<file path="src/rtl/ovl_window_mc_pkg.sv">
// Shared types and constants for the multi-channel window checker.
package ovl_window_mc_pkg;

  typedef enum logic {
    IDLE = 1'b0,
    OPEN = 1'b1
  } ch_state_t;

  localparam logic [1:0] FIRE_NONE = 2'b00;
  localparam logic [1:0] FIRE_EXPR = 2'b01;
  localparam logic [1:0] FIRE_TMO  = 2'b10;

  // Window counter width: clog2(max_win+1), never below one bit.
  function automatic int cnt_width(input int max_win);
    return (max_win < 1) ? 1 : $clog2(max_win + 1);
  endfunction

endpackage

</file>
<file path="src/rtl/ovl_window_ch.sv">
// One window channel: IDLE/OPEN FSM, window-length counter and condition check.
module ovl_window_ch
  import ovl_window_mc_pkg::*;
#(
  parameter int WIDTH   = 1,
  parameter int MAX_WIN = 16
) (
  input  logic             clock,
  input  logic             reset,
  input  logic             enable,
  input  logic             start_event,
  input  logic             end_event,
  input  logic [WIDTH-1:0] test_expr,
  output logic             active,
  output logic             fire,
  output logic [1:0]       fire_code,
  output logic             viol_p0
);

  localparam int CW = cnt_width(MAX_WIN);
  localparam logic [CW-1:0] CNT_LAST = CW'((MAX_WIN > 0) ? MAX_WIN - 1 : 0);

  ch_state_t     state, state_nxt;
  logic [CW-1:0] cnt, cnt_nxt;
  logic [1:0]    code_p0;
  logic          expr_fail, tmo;

  always_ff @(posedge clock or posedge reset) begin
    if (reset) begin
      state     <= IDLE;
      cnt       <= '0;
      fire      <= 1'b0;
      fire_code <= FIRE_NONE;
    end else begin
      state     <= state_nxt;
      cnt       <= cnt_nxt;
      fire      <= viol_p0;
      fire_code <= code_p0;
    end
  end

  always_comb begin
    state_nxt = state;
    cnt_nxt   = cnt;
    expr_fail = 1'b0;
    tmo       = 1'b0;
    if (!enable) begin
      state_nxt = IDLE;
      cnt_nxt   = '0;
    end else begin
      case (state)
        IDLE: begin
          if (start_event) begin
            state_nxt = OPEN;
            cnt_nxt   = '0;
          end
        end
        OPEN: begin
          expr_fail = !(&test_expr);
          // end_event wins over timeout; the window closes either way
          if (end_event) begin
            state_nxt = IDLE;
            cnt_nxt   = '0;
          end else if ((MAX_WIN > 0) && (cnt == CNT_LAST)) begin
            tmo       = 1'b1;
            state_nxt = IDLE;
            cnt_nxt   = '0;
          end else begin
            cnt_nxt = cnt + CW'(1);
          end
        end
        default: begin
          state_nxt = IDLE;
          cnt_nxt   = '0;
        end
      endcase
    end
  end

  assign viol_p0 = expr_fail | tmo;
  assign code_p0 = (expr_fail ? FIRE_EXPR : FIRE_NONE) | (tmo ? FIRE_TMO : FIRE_NONE);
  assign active  = (state == OPEN);

endmodule

</file>
<file path="src/rtl/ovl_window_mc.sv">
// Multi-channel window checker: per-channel checkers plus a saturating violation count.
module ovl_window_mc
  import ovl_window_mc_pkg::*;
#(
  parameter int NUM_CH  = 4,
  parameter int WIDTH   = 1,
  parameter int MAX_WIN = 16,
  parameter int CNT_W   = 8
) (
  input  logic                    clock,
  input  logic                    reset,
  input  logic                    enable,
  input  logic [NUM_CH-1:0]       start_event,
  input  logic [NUM_CH-1:0]       end_event,
  input  logic [NUM_CH*WIDTH-1:0] test_expr,
  output logic [NUM_CH-1:0]       active,
  output logic [NUM_CH-1:0]       fire,
  output logic [NUM_CH*2-1:0]     fire_code,
  output logic [CNT_W-1:0]        fire_count
);

  logic [NUM_CH-1:0] viol_p0;

  function automatic logic [4:0] popcount(input logic [NUM_CH-1:0] v);
    logic [4:0] n;
    n = '0;
    for (int i = 0; i < NUM_CH; i++) n = n + {4'd0, v[i]};
    return n;
  endfunction

  function automatic logic [CNT_W-1:0] sat_add(input logic [CNT_W-1:0] acc,
                                                input logic [4:0]       inc);
    logic [CNT_W+4:0] sum;
    sum = {5'd0, acc} + {{CNT_W{1'b0}}, inc};
    if (|sum[CNT_W+4:CNT_W]) return '1;
    return sum[CNT_W-1:0];
  endfunction

  for (genvar c = 0; c < NUM_CH; c++) begin : g_ch
    ovl_window_ch #(
      .WIDTH   (WIDTH),
      .MAX_WIN (MAX_WIN)
    ) u_ch (
      .clock       (clock),
      .reset       (reset),
      .enable      (enable),
      .start_event (start_event[c]),
      .end_event   (end_event[c]),
      .test_expr   (test_expr[c*WIDTH +: WIDTH]),
      .active      (active[c]),
      .fire        (fire[c]),
      .fire_code   (fire_code[2*c +: 2]),
      .viol_p0     (viol_p0[c])
    );
  end

  // p0 -> p1: count lands in the same cycle as the fire pulses it counts
  always_ff @(posedge clock or posedge reset) begin
    if (reset) fire_count <= '0;
    else       fire_count <= sat_add(fire_count, popcount(viol_p0));
  end

endmodule
</file>
<file path="config.mk">
export PLATFORM = sky130hd
export DESIGN_NAME = ovl_window_mc
export DESIGN_NICKNAME = d
export VERILOG_FILES = /design/src/rtl/ovl_window_mc_pkg.sv /design/src/rtl/ovl_window_ch.sv /design/src/rtl/ovl_window_mc.sv
export SDC_FILE = /design/constraint.sdc
export NUM_CORES = 1
export LEC_CHECK = 0
export CAP_MARGIN = 5
export CORE_ASPECT_RATIO = 0.7
export CORE_MARGIN = 10
export CORE_UTILIZATION = 30
export DETAILED_ROUTE_END_ITERATION = 16
export GPL_TIMING_DRIVEN = 0
export PLACE_DENSITY = 0.56
export SLEW_MARGIN = 20
export SYNTH_ARGS = -nofsm -noshare
export SYNTH_HDL_FRONTEND = slang
export SYNTH_SLANG_ARGS = --single-unit
</file>
<file path="constraint.sdc">
create_clock -name clock -period 4 [get_ports clock]
set_input_delay 0.6 -clock clock [delete_from_list [all_inputs] [get_ports clock]]
set_output_delay 0.6 -clock clock [all_outputs]
set_load 0.01 [all_outputs]
</file>
==> results.cfg, run 1 <==
[floorplanning]
io_pins = 39
core_um2 = 6730
die_area_um2 = 10700
start_util = 0.308
die_w_um = 119
die_h_um = 89.5
row_count = 25

[clock_network]
cts_max_path_buffers = 2
cts-resized-gates = 0
cts_tree = yes
root_buffer = clkbuf_8
ctsHoldBuffers = 0
cts_sinks = 44
cts.clk_slew.worst_paths_ns = 0.09
clk_latency_ns = 0.30
cts_setup_buffers = 0
cts-buffers-inserted = 5
cts_max_level = 2

[finish]
drive_above_1_share = 0.131
antenna_cells = 0
nNetsFinal = 266
design_area_um2 = 2690
syn2layout_area_growth_pct = 29.9

[place]
postPlaceCellArea_um2 = 2600
port_buffers = 38
place.gp.congestion = 0.815
post-dp-hpwl_um = 3330

[yosys]
synth_area_per_cell_um2 = 10.5
synth_edf_count = 0
yosysSeqAreaShare = 0.532
synth_common_cells = dfrtp_1 (44), nand2_1 (26), nor2_1 (14)
synth_top_area_share = 0.532
yosysWarnings = 0
synth_top_family_by_area = simple AND/OR/NAND/NOR gates
synth_compound_area_frac = 0.0943
yosys.area_share.adder = 0.0592
muxShareOfSynthArea = 0.0103
synth.largest_area_cell = dfrtp_1
synthXorXnorAreaFrac = 0.0127
yosysUniqueCellTypes = 39
synthArstFlopShare = 1.00
synth-seq-cells = 44
syn_area_um2 = 2070
syn_nets = 220
yosysMostFrequentCell = dfrtp_1
ys.flop_type = dfrtp_1
synth-simple-area-share = 0.237
ys_top_cells_by_area = dfrtp_1 (53%), nand2_1 (4.7%), o21ai_1 (3.1%)
synth_cells = 197

[worst_setup_path]
end_kind = flip-flop
arrival_ns = 3.59
required_ns = 4.19
crit_type = in -> reg
crit_path_start_kind = input pin
worst-path-max-fanout = 10
ff2ff_path_depth = 13

[flow_run]
cap_violations = 0

[power]
irDropWorstVdd_uv = 148
p_clk_frac = 0.281
internal-power_w = 0.000749
power_frac_seq = 0.507
power_density_nw_per_um2 = 389
swShare = 0.284
leakagePower_nw = 1.21
pwr-share-comb = 0.212
p_sw_w = 0.000297

[timing]
rsz0062_at_grt = false
finalCritPeriodShare = 0.851
setup_viol = 0
tns_ns = 0
finalHoldViolCount = 0
relSlewSlack = 0.579
hold_slack_ns = 0.457
layout_min_cycle_time_ns = 3.40
fin_skew_ns = 0.0111
clock.fmax_mhz = 294
tightest_slew_ns = 0.631
slew_viol_final = 0

[global_routing]
grt_remaining_overflow = 0
antenna_found_initial = 0
grt_use_total = 0.0857
grt_max_degree = 28
grt_pass1_wl_um = 7380
grt_pass1_vias = 1509

[hold_path]
hold_class = reg -> reg
holdPathStages = 1

[route]
via_per_inst = 4.45
route.detailed.drc = 0
dr.pass1.iters = 4
drt-wirelength-per-cell_um = 12.8
drt_first_iter_violations = 53
drt-total-wl_um = 4340
ant_nets = 0
vias = 1503

[status]
outcome = finished, final reports clean
==> worst paths after layout <==
kind	startpoint	endpoint	slack (ns)
worst min-delay path	g_ch[3].u_ch.cnt[4]$_DFFE_PP0P_	g_ch[3].u_ch.fire_code[1]$_DFF_PP0_	0.46
worst max-delay path	enable	fire_count[6]$_DFF_PP0_	0.60
min in group asynchronous	reset	g_ch[0].u_ch.fire_code[0]$_DFF_PP0_	0.71
worst max register to register	g_ch[0].u_ch.cnt[0]$_DFFE_PP0P_	fire_count[6]$_DFF_PP0_	0.98
worst min register to register	g_ch[3].u_ch.cnt[4]$_DFFE_PP0P_	g_ch[3].u_ch.fire_code[1]$_DFF_PP0_	0.46
max in group asynchronous	reset	g_ch[3].u_ch.cnt[4]$_DFFE_PP0P_	2.77
==> cell families (layout without fill, tap and decap cells) <==
kind of cell | count (synthesis) | after routing
xor gates and xnor gates | 3 | 3
buffers and inverters | 20 | 67
muxes | 2 | 2
adders and majority gates | 8 | 8
AOI/OAI and AO/OA | 34 | 34
and+or+nand+nor | 86 | 86
DFF | 44 | 44
==> per-stage QoR <==
stage               power [W]  worst slack, ns  utilization  std cells
global route          0.00112            0.357        0.400        338
detailed placement   0.000766            0.256        0.386        330
finish                0.00105            0.596        0.400        338
CTS                   0.00107            0.568        0.400        338
floorplan            0.000639             1.15            -        197
global placement     0.000761            0.240        0.382        329
==> worst max-delay path: stages <==
cell,delay (ns)
clkdlybuf4s50_1,0.66
buf_6,0.20
nand3b_2,0.14
nor3_2,0.16
nor2_1,0.10
fa_1,0.48
fa_1,0.40
inv_1,0.08
fa_1,0.22
and3_1,0.21
nand3_1,0.11
nor3_1,0.14
a21oi_1,0.06
==> sequential cells by signal (all words and copies together) (netlist names) <==
signal	cells
fire_count	8
g_ch.u_ch.active	4
g_ch.u_ch.cnt	20
g_ch.u_ch.fire	4
g_ch.u_ch.fire_code	8
==> cell usage in the layout, fill, tap and decap left out, types with 2 or more instances in the layout <==
cell              n
nor3b_1           2
inv_1            10
nor2_2            2
nand3b_2          2
dfrtp_1          44
nor3_1            3
xor2_1            3
clkdlybuf4s50_1  38
a21oi_1           6
nor2_1           14
nor3b_2           3
buf_4             8
o31ai_1           2
nand3b_1          4
fa_1              3
nor2b_1           6
o21ai_1          13
nand2_1          26
o21ai_0           8
ha_1              5
nand3_1          11
a22o_1            2
nor3_2            2
clkbuf_8          6
==> power groups by stage <==
stage	clock (W)	sequential, W	combinational, W
after floorplan	0	0.000545	0.0000933
after global placement	0	0.000539	0.000223
after detailed placement	0	0.000539	0.000226
after CTS	0.000307	0.000531	0.000229
after global routing	0.000323	0.000539	0.000254
final	0.000294	0.000530	0.000222
==> final cells by class <==
| cell class | instances | area, um^2 |
|---|---|---|
| inverter | 11 | 41.3 |
| multi-input combinational | 133 | 857 |
| sequential | 44 | 1100 |
| tap | 94 | 118 |
| timing repair buffer | 39 | 408 |
| clock inverter | 1 | 7.51 |
| clock buffer | 7 | 86.3 |
| buffer | 9 | 71.3 |
| fill | 662 | 4040 |
==> routing by layer <==
layer  part of all wire  vias up  track usage
met4             0.0099        0       0.0262
li1                   -      760            -
met5                  0        -            0
met3              0.051        6       0.0309
met2               0.41       24        0.124
met1               0.52      713        0.117
Note: power is estimated with default switching activity, not from simulation.
==> inputs of run 2 (changes only) <==
- MAX_ROUTING_LAYER: unset -> met4
==> run 2 against run 1 <==
  * Utilization unchanged
  * Critical endpoint unchanged
  * Sequential power about the same
  * Via count decreased by 0.33%
  * Power about the same
  * Register-to-register slack about the same
  * First-iteration DRC count increased by 7.5%
  * Non-clock buffer count unchanged
  * Flip-flop and latch count unchanged
  * Cell count unchanged
==> results.cfg, run 2 (same netlist as run 1, synthesis figures left out) <==
[timing]
tightest_slew_ns = 0.622
setup_viol = 0
fin_skew_ns = 0.0108
finalCritPeriodShare = 0.851
clock.fmax_mhz = 294
finalHoldViolCount = 0
layout_min_cycle_time_ns = 3.40
tns_ns = 0
relSlewSlack = 0.584
slew_viol_final = 0
rsz0062_at_grt = false

[route]
route.detailed.drc = 0
dr.pass1.iters = 4
drt-total-wl_um = 4330
ant_nets = 0
drt-wirelength-per-cell_um = 12.8
vias = 1498
via_per_inst = 4.43
drt_first_iter_violations = 57

[global_routing]
grt_pass1_vias = 1508
grt_pass1_wl_um = 7380
grt_use_met1 = 0.117
antenna_found_initial = 0
grt_use_total = 0.0883
use_met2 = 0.124
grt_util_met3 = 0.0309
busiest_layer = met2
grt_remaining_overflow = 0
grt_max_degree = 28

[finish]
layout_commonest_cell = dfrtp_1
antenna_cells = 0
final_core_util = 0.400
syn2layout_area_growth_pct = 29.9
drive_above_1_share = 0.131
largest_reg_flops = 20
largest_registers = g_ch.u_ch.cnt (20), fire_count (8), g_ch.u_ch.fire_code (8)
final_cell_mix = dfrtp_1 (44), clkdlybuf4s50_1 (38), nand2_1 (26)
design_area_um2 = 2690
regMostFlops = g_ch.u_ch.cnt
nNetsFinal = 266
fillCellCount = 662

[clock_network]
cts-resized-gates = 0
cts_sinks = 44
cts.clk_slew.worst_paths_ns = 0.08
cts_max_level = 2
cts_tree = yes
root_buffer = clkbuf_8
cts-buffers-inserted = 5
cts_max_path_buffers = 2
ctsHoldBuffers = 0
clk_latency_ns = 0.29
cts_setup_buffers = 0

[power]
power_density_nw_per_um2 = 389
irDropWorstVdd_uv = 148
leakagePower_nw = 1.21

[worst_setup_path]
worst-path-max-fanout = 10
crit_path_frequent_cell = fa_1
arrival_ns = 3.59
worstPathCellList = clkdlybuf4s50_1 -> buf_6 -> nand2_1 -> nor2_1 -> or2_2 -> inv_1 -> fa_1 -> fa_1 -> inv_1 -> fa_1 -> and3_1 -> nand3_1 -> nor3_1 -> a21oi_1
worst_path_largest_cell_delay_ns = 0.57
slowest_stage = clkdlybuf4s50_1
worst-path-buf-inv = 4
end_kind = flip-flop
crit_type = in -> reg
required_ns = 4.19
crit_path_start_kind = input pin
cpLargestDelayFamily = adder cells

[hold_path]
hold_class = reg -> reg

[place]
post-dp-hpwl_um = 3330
port_buffers = 38
postPlaceCellArea_um2 = 2600
place.gp.congestion = 0.827

[floorplanning]
core_um2 = 6730
die_area_um2 = 10700
io_pins = 39
die_w_um = 119
row_count = 25
start_util = 0.308
die_h_um = 89.5

[status]
outcome = finished, final reports clean

[flow_run]
cap_violations = 0
[run 2: per-stage QoR]
step / worst slack (ns) / hold slack (ns) / power (W) / std cells
floorplan: 1.15 / 0.433 / 0.000639 / 197
global placement: 0.240 / 0.456 / 0.000761 / 329
detailed placement: 0.256 / 0.452 / 0.000766 / 330
CTS: 0.568 / 0.459 / 0.00107 / 338
global route: 0.357 / 0.488 / 0.00112 / 338
finish: 0.598 / 0.458 / 0.00105 / 338
[run 2: final cells by class]
cell class / count / area (um^2) / area share
plain buffers: 9 / 71.3 / 0.0265
inverters: 11 / 41.3 / 0.0153
repair buffers: 39 / 408 / 0.152
flip-flops and latches: 44 / 1100 / 0.409
multi-input cells: 133 / 857 / 0.319
well taps: 94 / 118 / 0.0437
clock buffers: 7 / 86.3 / 0.0321
clock inverters: 1 / 7.51 / 0.00279
[run 2: power breakdown]
group	internal [W]	switching (W)	total, W
Clock	0.000141	0.000153	0.000294
Combinational	0.000125	0.0000975	0.000222
Sequential	0.000484	0.0000466	0.000530
[run 2: final timing paths]
check | from | end | slack (ns) | depth (start not counted)
setup / recovery | enable | fire_count[6]$_DFF_PP0_ | 0.60 | 14
hold / removal | g_ch[3].u_ch.cnt[4]$_DFFE_PP0P_ | g_ch[3].u_ch.fire_code[1]$_DFF_PP0_ | 0.46 | 1
setup reg to reg | g_ch[0].u_ch.cnt[0]$_DFFE_PP0P_ | fire_count[6]$_DFF_PP0_ | 0.98 | 13
hold reg to reg | g_ch[3].u_ch.cnt[4]$_DFFE_PP0P_ | g_ch[3].u_ch.fire_code[1]$_DFF_PP0_ | 0.46 | 1
max in group asynchronous | reset | g_ch[3].u_ch.cnt[4]$_DFFE_PP0P_ | 2.78 | 3
min in group asynchronous | reset | g_ch[0].u_ch.fire_code[0]$_DFF_PP0_ | 0.70 | 2
[run 2: routing by layer]
metal,share of wire,vias up
li1,-,758
met1,0.52,705
met2,0.42,29
met3,0.052,6
met4,0.0092,0
met5,0,-
